**config.mk**
```make
export PLATFORM = sky130hd
export DESIGN_NAME = ct_ciu_ctcq_reqq_sched_flat
export DESIGN_NICKNAME = d
export VERILOG_FILES = /design/src/rtl/ct_ciu_ctcq_pkg.sv /design/src/rtl/ct_ciu_ctcq_reqq_sched_if.sv /design/src/rtl/ct_ciu_ctcq_tgt_ptr.sv /design/src/rtl/ct_ciu_ctcq_reqq_sched.sv /design/src/flat_wrapper.sv
export SDC_FILE = /design/constraint.sdc
export NUM_CORES = 1
export LEC_CHECK = 0
export BUFFER_PORTS_ARGS = -buffer_cell sky130_fd_sc_hd__buf_2
export CORE_MARGIN = 10
export CORE_UTILIZATION = 45
export DETAILED_ROUTE_END_ITERATION = 12
export GPL_TIMING_DRIVEN = 0
export PLACE_DENSITY_LB_ADDON = 0.12
export SETUP_SLACK_MARGIN = 0.02
export SYNTH_ARGS = -nofsm -noshare
export SYNTH_HDL_FRONTEND = slang
export SYNTH_SLANG_ARGS = --single-unit
export TNS_END_PERCENT = 10
```
**constraint.sdc**
```tcl
create_clock -name forever_cpuclk -period 5.55 [get_ports forever_cpuclk]
set_input_delay 0.8325 -clock forever_cpuclk [delete_from_list [all_inputs] [get_ports forever_cpuclk]]
set_output_delay 0.8325 -clock forever_cpuclk [all_outputs]
set_load 0.05 [all_outputs]
```
**src/rtl/ct_ciu_ctcq_pkg.sv**
```systemverilog
// Shared definitions for the CTC/DVM request queue scheduler.
package ct_ciu_ctcq_pkg;

  // Target indices, matching the entry aim bit order.
  localparam int unsigned TGT_NUM  = 6;
  localparam int unsigned TGT_PIU0 = 0;
  localparam int unsigned TGT_PIU1 = 1;
  localparam int unsigned TGT_PIU2 = 2;
  localparam int unsigned TGT_PIU3 = 3;
  localparam int unsigned TGT_EBIU = 4;
  localparam int unsigned TGT_L2C  = 5;

  // Flat per-target entry vectors are entry-major within each target.
  function automatic int unsigned tgt_vec_idx(input int unsigned tgt,
                                              input int unsigned entry,
                                              input int unsigned entry_num);
    return tgt * entry_num + entry;
  endfunction

endpackage

```
**src/rtl/ct_ciu_ctcq_reqq_sched_if.sv**
```systemverilog
// Request queue scheduler bus: allocation, entry status, target handshakes
// and response-done routing. master = scheduler, slave = entries/targets.
interface ct_ciu_ctcq_reqq_sched_if #(
  parameter int unsigned ENTRY_NUM = 8,
  parameter int unsigned ENTRY_W   = 3
);
  import ct_ciu_ctcq_pkg::*;

  // Allocation
  logic                          ctc_dvm_vld;
  logic                          ctc_dvm_grant;
  logic [ENTRY_NUM-1:0]          reqq_create_en;
  logic                          reqq_full;

  // Entry status fed back from the entry array
  logic [ENTRY_NUM-1:0]          reqq_vld;
  logic [TGT_NUM*ENTRY_NUM-1:0]  reqq_tgt_vld;
  logic [TGT_NUM*ENTRY_NUM-1:0]  reqq_tgt_aim;

  // Target handshakes
  logic [TGT_NUM-1:0]            tgt_req_vld;
  logic [TGT_NUM*ENTRY_W-1:0]    tgt_req_id;
  logic [TGT_NUM-1:0]            tgt_req_rdy;
  logic [TGT_NUM*ENTRY_NUM-1:0]  reqq_pop_en;

  // Response completion
  logic                          resp_done_vld;
  logic [ENTRY_W-1:0]            resp_done_id;
  logic [ENTRY_NUM-1:0]          reqq_resp_done;

  modport master (
    input  ctc_dvm_vld, reqq_vld, reqq_tgt_vld, reqq_tgt_aim,
           tgt_req_rdy, resp_done_vld, resp_done_id,
    output ctc_dvm_grant, reqq_create_en, reqq_full,
           tgt_req_vld, tgt_req_id, reqq_pop_en, reqq_resp_done
  );

  modport slave (
    output ctc_dvm_vld, reqq_vld, reqq_tgt_vld, reqq_tgt_aim,
           tgt_req_rdy, resp_done_vld, resp_done_id,
    input  ctc_dvm_grant, reqq_create_en, reqq_full,
           tgt_req_vld, tgt_req_id, reqq_pop_en, reqq_resp_done
  );

endinterface

```
**src/rtl/ct_ciu_ctcq_tgt_ptr.sv**
```systemverilog
// Per-target read pointer: walks entries in allocation order, skipping
// entries not aimed at this target and handshaking the ones that are.
module ct_ciu_ctcq_tgt_ptr #(
  parameter int unsigned ENTRY_NUM = 8,
  parameter int unsigned ENTRY_W   = 3
) (
  input  logic                 clk,
  input  logic                 rst,
  input  logic [ENTRY_NUM-1:0] ent_pend,
  input  logic [ENTRY_NUM-1:0] ent_aim,
  input  logic                 req_rdy,
  output logic                 req_vld,
  output logic [ENTRY_W-1:0]   req_id,
  output logic [ENTRY_NUM-1:0] pop_en
);

  logic [ENTRY_W-1:0] rd_ptr_q;
  logic [ENTRY_W-1:0] rd_ptr_d;
  logic               pend;
  logic               aim;
  logic               adv;

  // Skip or request decision for the entry under the read pointer.
  always_comb begin
    pend     = ent_pend[rd_ptr_q];
    aim      = ent_aim[rd_ptr_q];
    req_vld  = pend & aim;
    req_id   = rd_ptr_q;
    // A pending entry leaves this target either by skip or by accepted request.
    adv      = pend & (~aim | req_rdy);
    pop_en   = '0;
    if (adv) begin
      pop_en[rd_ptr_q] = 1'b1;
    end
    // Power-of-two depth: natural overflow wraps ENTRY_NUM-1 to 0.
    rd_ptr_d = adv ? rd_ptr_q + ENTRY_W'(1) : rd_ptr_q;
  end

  // Read pointer register.
  always_ff @(posedge clk) begin
    if (rst) begin
      rd_ptr_q <= '0;
    end else begin
      rd_ptr_q <= rd_ptr_d;
    end
  end

endmodule

```
**src/rtl/ct_ciu_ctcq_reqq_sched.sv**
```systemverilog
// CTC/DVM request queue scheduler: circular allocation, per-target in-order
// delivery and response-done decode for the reqq entry array.
module ct_ciu_ctcq_reqq_sched
  import ct_ciu_ctcq_pkg::*;
#(
  parameter int unsigned ENTRY_NUM = 8,
  parameter int unsigned ENTRY_W   = 3
) (
  input  logic                       forever_cpuclk,
  input  logic                       cpurst,
  ct_ciu_ctcq_reqq_sched_if.master   bus
);

  logic [ENTRY_W-1:0] tail_ptr_q;
  logic [ENTRY_W-1:0] tail_ptr_d;
  logic               grant_c;

  // Allocation at the tail; a valid tail entry means every slot is in use.
  always_comb begin
    bus.reqq_full      = bus.reqq_vld[tail_ptr_q];
    grant_c            = bus.ctc_dvm_vld & ~bus.reqq_vld[tail_ptr_q];
    bus.ctc_dvm_grant  = grant_c;
    bus.reqq_create_en = '0;
    if (grant_c) begin
      bus.reqq_create_en[tail_ptr_q] = 1'b1;
    end
    tail_ptr_d = grant_c ? tail_ptr_q + ENTRY_W'(1) : tail_ptr_q;
  end

  // Tail pointer register.
  always_ff @(posedge forever_cpuclk) begin
    if (cpurst) begin
      tail_ptr_q <= '0;
    end else begin
      tail_ptr_q <= tail_ptr_d;
    end
  end

  // Response-done routing: plain decode, entry validity is the entry's concern.
  always_comb begin
    bus.reqq_resp_done = '0;
    if (bus.resp_done_vld) begin
      bus.reqq_resp_done[bus.resp_done_id] = 1'b1;
    end
  end

  // One read pointer per target, each on its own slice of the flat vectors.
  for (genvar t = 0; t < TGT_NUM; t++) begin : g_tgt
    localparam int unsigned BASE = tgt_vec_idx(t, 0, ENTRY_NUM);

    logic                 req_vld_w;
    logic [ENTRY_W-1:0]   req_id_w;
    logic [ENTRY_NUM-1:0] pop_w;

    ct_ciu_ctcq_tgt_ptr #(
      .ENTRY_NUM (ENTRY_NUM),
      .ENTRY_W   (ENTRY_W)
    ) u_tgt_ptr (
      .clk      (forever_cpuclk),
      .rst      (cpurst),
      .ent_pend (bus.reqq_tgt_vld[BASE +: ENTRY_NUM]),
      .ent_aim  (bus.reqq_tgt_aim[BASE +: ENTRY_NUM]),
      .req_rdy  (bus.tgt_req_rdy[t]),
      .req_vld  (req_vld_w),
      .req_id   (req_id_w),
      .pop_en   (pop_w)
    );

    assign bus.tgt_req_vld[t]                      = req_vld_w;
    assign bus.tgt_req_id[t*ENTRY_W +: ENTRY_W]    = req_id_w;
    assign bus.reqq_pop_en[BASE +: ENTRY_NUM]      = pop_w;
  end

endmodule

```
**src/flat_wrapper.sv**
```systemverilog
// flat-port wrapper written by rule: the top's interface ports become plain ports
module ct_ciu_ctcq_reqq_sched_flat import ct_ciu_ctcq_pkg::*;
#(
  parameter int unsigned ENTRY_NUM = 8,
  parameter int unsigned ENTRY_W   = 3
)
  (forever_cpuclk, cpurst, bus_ctc_dvm_vld, bus_reqq_vld, bus_reqq_tgt_vld, bus_reqq_tgt_aim, bus_tgt_req_rdy, bus_resp_done_vld, bus_resp_done_id, bus_ctc_dvm_grant, bus_reqq_create_en, bus_reqq_full, bus_tgt_req_vld, bus_tgt_req_id, bus_reqq_pop_en, bus_reqq_resp_done);
  ct_ciu_ctcq_reqq_sched_if #(.ENTRY_NUM(ENTRY_NUM), .ENTRY_W(ENTRY_W)) bus_i ();
  input  logic forever_cpuclk;
  input  logic cpurst;
  input wire logic [$bits(bus_i.ctc_dvm_vld)-1:0] bus_ctc_dvm_vld;
  input wire logic [$bits(bus_i.reqq_vld)-1:0] bus_reqq_vld;
  input wire logic [$bits(bus_i.reqq_tgt_vld)-1:0] bus_reqq_tgt_vld;
  input wire logic [$bits(bus_i.reqq_tgt_aim)-1:0] bus_reqq_tgt_aim;
  input wire logic [$bits(bus_i.tgt_req_rdy)-1:0] bus_tgt_req_rdy;
  input wire logic [$bits(bus_i.resp_done_vld)-1:0] bus_resp_done_vld;
  input wire logic [$bits(bus_i.resp_done_id)-1:0] bus_resp_done_id;
  output wire logic [$bits(bus_i.ctc_dvm_grant)-1:0] bus_ctc_dvm_grant;
  output wire logic [$bits(bus_i.reqq_create_en)-1:0] bus_reqq_create_en;
  output wire logic [$bits(bus_i.reqq_full)-1:0] bus_reqq_full;
  output wire logic [$bits(bus_i.tgt_req_vld)-1:0] bus_tgt_req_vld;
  output wire logic [$bits(bus_i.tgt_req_id)-1:0] bus_tgt_req_id;
  output wire logic [$bits(bus_i.reqq_pop_en)-1:0] bus_reqq_pop_en;
  output wire logic [$bits(bus_i.reqq_resp_done)-1:0] bus_reqq_resp_done;
  assign bus_i.ctc_dvm_vld = bus_ctc_dvm_vld;
  assign bus_i.reqq_vld = bus_reqq_vld;
  assign bus_i.reqq_tgt_vld = bus_reqq_tgt_vld;
  assign bus_i.reqq_tgt_aim = bus_reqq_tgt_aim;
  assign bus_i.tgt_req_rdy = bus_tgt_req_rdy;
  assign bus_i.resp_done_vld = bus_resp_done_vld;
  assign bus_i.resp_done_id = bus_resp_done_id;
  assign bus_ctc_dvm_grant = bus_i.ctc_dvm_grant;
  assign bus_reqq_create_en = bus_i.reqq_create_en;
  assign bus_reqq_full = bus_i.reqq_full;
  assign bus_tgt_req_vld = bus_i.tgt_req_vld;
  assign bus_tgt_req_id = bus_i.tgt_req_id;
  assign bus_reqq_pop_en = bus_i.reqq_pop_en;
  assign bus_reqq_resp_done = bus_i.reqq_resp_done;
  ct_ciu_ctcq_reqq_sched #(.ENTRY_NUM(ENTRY_NUM), .ENTRY_W(ENTRY_W)) u_core (.forever_cpuclk(forever_cpuclk), .cpurst(cpurst), .bus(bus_i));
endmodule
```
Word level (Yosys, flattened, before mapping)
Cells that the tools add are included.
Storage, ports and cells
  register bits: 21
  input bits: 117
Operators by class
  add/sub/neg operators: 7
  reductions and logical operators: 8
  order comparisons: 16
  mux-type cells: 50
  bitwise logic cells: 26
Operators by type and width (number)
  8-bit 2-to-1 mux: 8
  1-bit binary-select mux with 3-bit select: 13
  3-bit by 4-bit less-than comparator with 1-bit output (second input constant): 8
  1-bit demux with 3-bit select: 8
  3-bit by 1-bit >= comparator with 1-bit output (second input constant): 8
  3-bit by 1-bit adder with 3-bit output (second input constant): 7
  1-bit 2-to-1 mux: 21
  1-bit AND: 13
  1-bit logical AND: 8
  1-bit NOT: 7
  1-bit bitwise OR: 6

Depth between registers and ports, before layout
  word-level depth: 6
  mapped depth: 7
  mapped depth without buffers: 5

Hierarchy
Synthesis repeated with hierarchy kept, for this count alone.
Second synthesis, totals
  cell total of the unflattened synthesis: 294
  area total of the unflattened synthesis: 3086.7 um^2
Modules (own cells, without submodules)
  ct_ciu_ctcq_tgt_ptr: cells each 39, times used 6, area each 434.2 um^2
  ct_ciu_ctcq_reqq_sched: cells each 60, times used 1, area each 481.7 um^2

Worst setup path after synthesis
OpenSTA, ideal clock, no wires.
  path kind: register to output
  start: register u_core.g_tgt[5].u_tgt_ptr.rd_ptr_q[0]
  end: output bus_reqq_pop_en[41]
  stages on the path, launching flop included: 6
  buffers on the path: 1
  data required time: 4.718 ns
  slack: 1.378 ns
  data arrival time: 3.340 ns
  cells stage by stage: dfxtp_1 > buf_2 > mux2_2 > a2bb2oi_1 > a31oi_2 > nor4bb_1
On the way
  word-level cells in the longest chain between the ends: 6
  elaborated cells between the ends (all ways): 13
  those cells by class: 2 x order compare; 7 x mux; 3 x bitwise; 1 x reduce/logical
RTL lines
  from (decl): line ct_ciu_ctcq_tgt_ptr.sv:17  | logic [ENTRY_W-1:0] rd_ptr_q;
  from (signal assigned): line ct_ciu_ctcq_tgt_ptr.sv:44  | rd_ptr_q <= rd_ptr_d;
  branches (longest 5 deep; another with 3-bit by 4-bit less-than comparator with 1-bit output)
  8-bit 2-to-1 mux (*): line ct_ciu_ctcq_tgt_ptr.sv:32  | if (adv) begin
  to (decl): line flat_wrapper.sv:23  | output wire logic [$bits(bus_i.reqq_pop_en)-1:0] bus_reqq_pop_en;
Every way passes the cells marked *. The select of a mux whose other input is x is not followed.

Worst setup path in the final report
  start: input bus_reqq_tgt_aim[17]
  end: output bus_reqq_pop_en[21]
On the way
  word-level cells in the longest chain between the ends: 6
RTL lines
  from (decl): line flat_wrapper.sv:14  | input wire logic [$bits(bus_i.reqq_tgt_aim)-1:0] bus_reqq_tgt_aim;
  1-bit binary-select mux with 3-bit select: line ct_ciu_ctcq_tgt_ptr.sv:26  | aim = ent_aim[rd_ptr_q];
  1-bit 2-to-1 mux (implied by the code): line ct_ciu_ctcq_tgt_ptr.sv:26
  1-bit NOT: line ct_ciu_ctcq_tgt_ptr.sv:30  | adv = pend & (~aim | req_rdy);
  1-bit bitwise OR: line ct_ciu_ctcq_tgt_ptr.sv:30
  1-bit AND: line ct_ciu_ctcq_tgt_ptr.sv:30
  8-bit 2-to-1 mux: line ct_ciu_ctcq_tgt_ptr.sv:32
No other way between the ends. The select of a mux whose other input is x is not followed.

==> reports/metrics.yaml <==
synth_top_cell_area_share_pct: 15.2
core.rowCount: 28
cp.arrival_ns: 2.56
synth_edf_count: 0
cts_buffer_depth: 2
dp_cells: 578
die_area_mm2: 0.00969
grt_max_degree: 13
ctsResizeCount: 0
synthDistinctLibCells: 41
io_buffer_count: 205
syn_area_per_cell_um2: 9.29
area_growth_pct: 42.1
critical_path_class: "primary input to output port"
dp_slack_ns: 2.14
status: "finished, final reports clean"
synth_ff_type: "dfxtp_1"
htree_levels: 1
wl_per_cell_um: 16.3
instances_no_fill: 582
final_layout_size_suffix_gt1_share_pct: 52.3
finalPower_mw: 1.42
relSlewSlack_pct: 67.0
fin_area_mm2: 0.00393
cap_violations: 0
routed_via_density: 5.26
min_period_over_period_pct: 61.2
nets: 632
setup_ws_ns: 2.16
async_flop_share_pct: 0
antenna_left: 0
grt_usage_pct: 18.2
cp_max_fo: 10
grt_pass1_wl_mm: 15.3
fin_skew_ns: 0.00336
synth.area.top_cells: "dfxtp_1, mux4_2, mux2i_1"
cellPowerDensity_mw_per_mm2: 361
core_area_mm2: 0.00596
synth_nets: 422
hpwl_mm: 8.16
start_util_pct: 46.5
numCtsBuffers: 3
ir_worst_vdd_mv: 0.249
cp-end-kind: "output port"
postCtsHoldBufs: 0
cp-start-kind: "primary input"
netlist_instances: 298
overflow: 0
clk_pin_slew_ns: 0.08
min_path_type: "register to register"
first_iter_violations: 120
yosysTopAreaCell: "dfxtp_1"
gp_congestion: 0.772
antenna_found_initial: 0
finalMaxSlewViolations: 0
seq_area_frac_synth_pct: 15.2
leakage_nw: 2.09
synth-seq-cells: 21
firstDrtPassIters: 4
vias: 3059
dieWidth_um: 98.4
io_pins: 207
tritoncts: "yes"
fmax_mhz: 295
grt_pass1_vias: 3109
syn-cell-area_mm2: 0.00277
insertion_delay_ns: 0.26
setup_viol: 0
worstPathRequired_ns: 4.72
setup-tns-final_ns: 0
period_minus_slack_ns: 3.39
hold_viol_final: 0
post-cts-setup-buffer-count: 0
rsz0062_at_grt: "no"
cts_sinks: 21
n_antenna_cell: 0
worst_pin_slew_ns: 0.495
routed_wirelength_mm: 9.47
die_h_um: 98.4
placed_cell_area_mm2: 0.00389
drc_errors: 0
cts_root_buffer: "clkbuf_8"
ys_warn_count: 0
-- per-layer routing --
layer  wire length [um]  GRT usage (%)  part of all wire (%)  vias to the layer above
met5                  0              0                     0                        -
met4                194           4.96                   2.0                        0
met3                831           5.10                   8.8                       16
met2               4700           32.1                    50                      146
met1               3740           20.9                    39                     1377
li1                   -              -                     -                     1520
-- cells in the final DEF, fill, tap and decap left out, types with 7 or more instances in the layout --
master / synthesis / layout
nor4_1: 7 / 7
dfxtp_1: 21 / 21
and3_1: 7 / 7
buf_2: 6 / 211
mux4_2: 18 / 18
and3b_1: 7 / 7
ha_1: 7 / 7
nor2b_1: 18 / 18
nand2_1: 10 / 10
nor3_1: 8 / 8
inv_1: 13 / 13
nand2b_1: 15 / 15
mux2i_1: 25 / 25
mux2_1: 13 / 13
clkbuf_1: 16 / 16
and4b_1: 9 / 9
nor2_1: 28 / 28
nor4b_1: 8 / 8
-- report_power, final --
part	internal, mW	switching, mW	leakage, nW
combinational	0.404	0.688	1.89
sequential	0.184	0.0406	0.171
clock	0.0501	0.0537	0.0255
total	0.638	0.782	2.09
-- through the flow --
step / hold WS (ns) / util, %
2_1_floorplan: 0.604 / -
3_3_place_gp: 0.602 / 65.3
3_5_place_dp: 0.616 / 65.3
4_1_cts: 0.636 / 66.1
5_1_grt: 0.694 / 66.1
6_report: 0.631 / 66.1
-- sequential cells by signal, indices dropped and copies added, names as in the netlist --
| name | cells |
|---|---|
| u_core.tail_ptr_q | 3 |
| u_core.g_tgt.u_tgt_ptr.req_id | 18 |
-- path summary, 6_finish.rpt --
path	from	to	slack (ns)	cells after the start
max reg2reg	u_core.g_tgt[2].u_tgt_ptr.req_id[0]$_SDFFE_PP0P_	u_core.g_tgt[2].u_tgt_ptr.req_id[0]$_SDFFE_PP0P_	3.41	5
min	u_core.g_tgt[4].u_tgt_ptr.req_id[2]$_SDFFE_PP0P_	u_core.g_tgt[4].u_tgt_ptr.req_id[2]$_SDFFE_PP0P_	0.63	2
max	bus_reqq_tgt_aim[17]	bus_reqq_pop_en[21]	2.16	6
min reg2reg	u_core.g_tgt[4].u_tgt_ptr.req_id[2]$_SDFFE_PP0P_	u_core.g_tgt[4].u_tgt_ptr.req_id[2]$_SDFFE_PP0P_	0.63	2
-- logic make-up (layout without fill, tap and decap cells) --
| family | Yosys count | count (layout) | synth area share [%] |
|---|---|---|---|
| flops | 21 | 21 | 15.2 |
| simple gates | 133 | 133 | 30.3 |
| compound gates | 22 | 22 | 7.73 |
| mux | 67 | 67 | 34.4 |
| fa+ha+maj | 7 | 7 | 3.16 |
| buf+inv | 48 | 257 | 9.22 |
-- Yosys cell counts (all sizes together), types with 4 or more instances --
cell / n
nor3: 8
mux2i: 26
nor2: 28
a21oi: 5
clkbuf: 16
and3b: 7
inv: 14
mux2: 23
and4bb: 4
nor2b: 18
o21ai: 5
nor4b: 8
nand2: 10
buf: 18
and4b: 9
dfxtp: 21
nand2b: 15
nor4: 7
mux4: 18
ha: 7
and3: 7
-- cell type report --
cell class | instances | area, um^2
multi-input combinational | 229 | 2090
fill | 524 | 2020
timing repair buffer | 205 | 1030
sequential | 21 | 420
buffer | 34 | 203
tap | 75 | 93.8
inverter | 14 | 52.6
clock buffer | 3 | 41.3
clock inverter | 1 | 5.00
-- worst max-delay path: stages --
cell     delay, ns
buf_2         0.10
mux2_1        0.30
mux4_2        0.53
a21oi_4       0.30
and4b_1       0.23
buf_2         0.26
(Power assumes the default switching activity.)
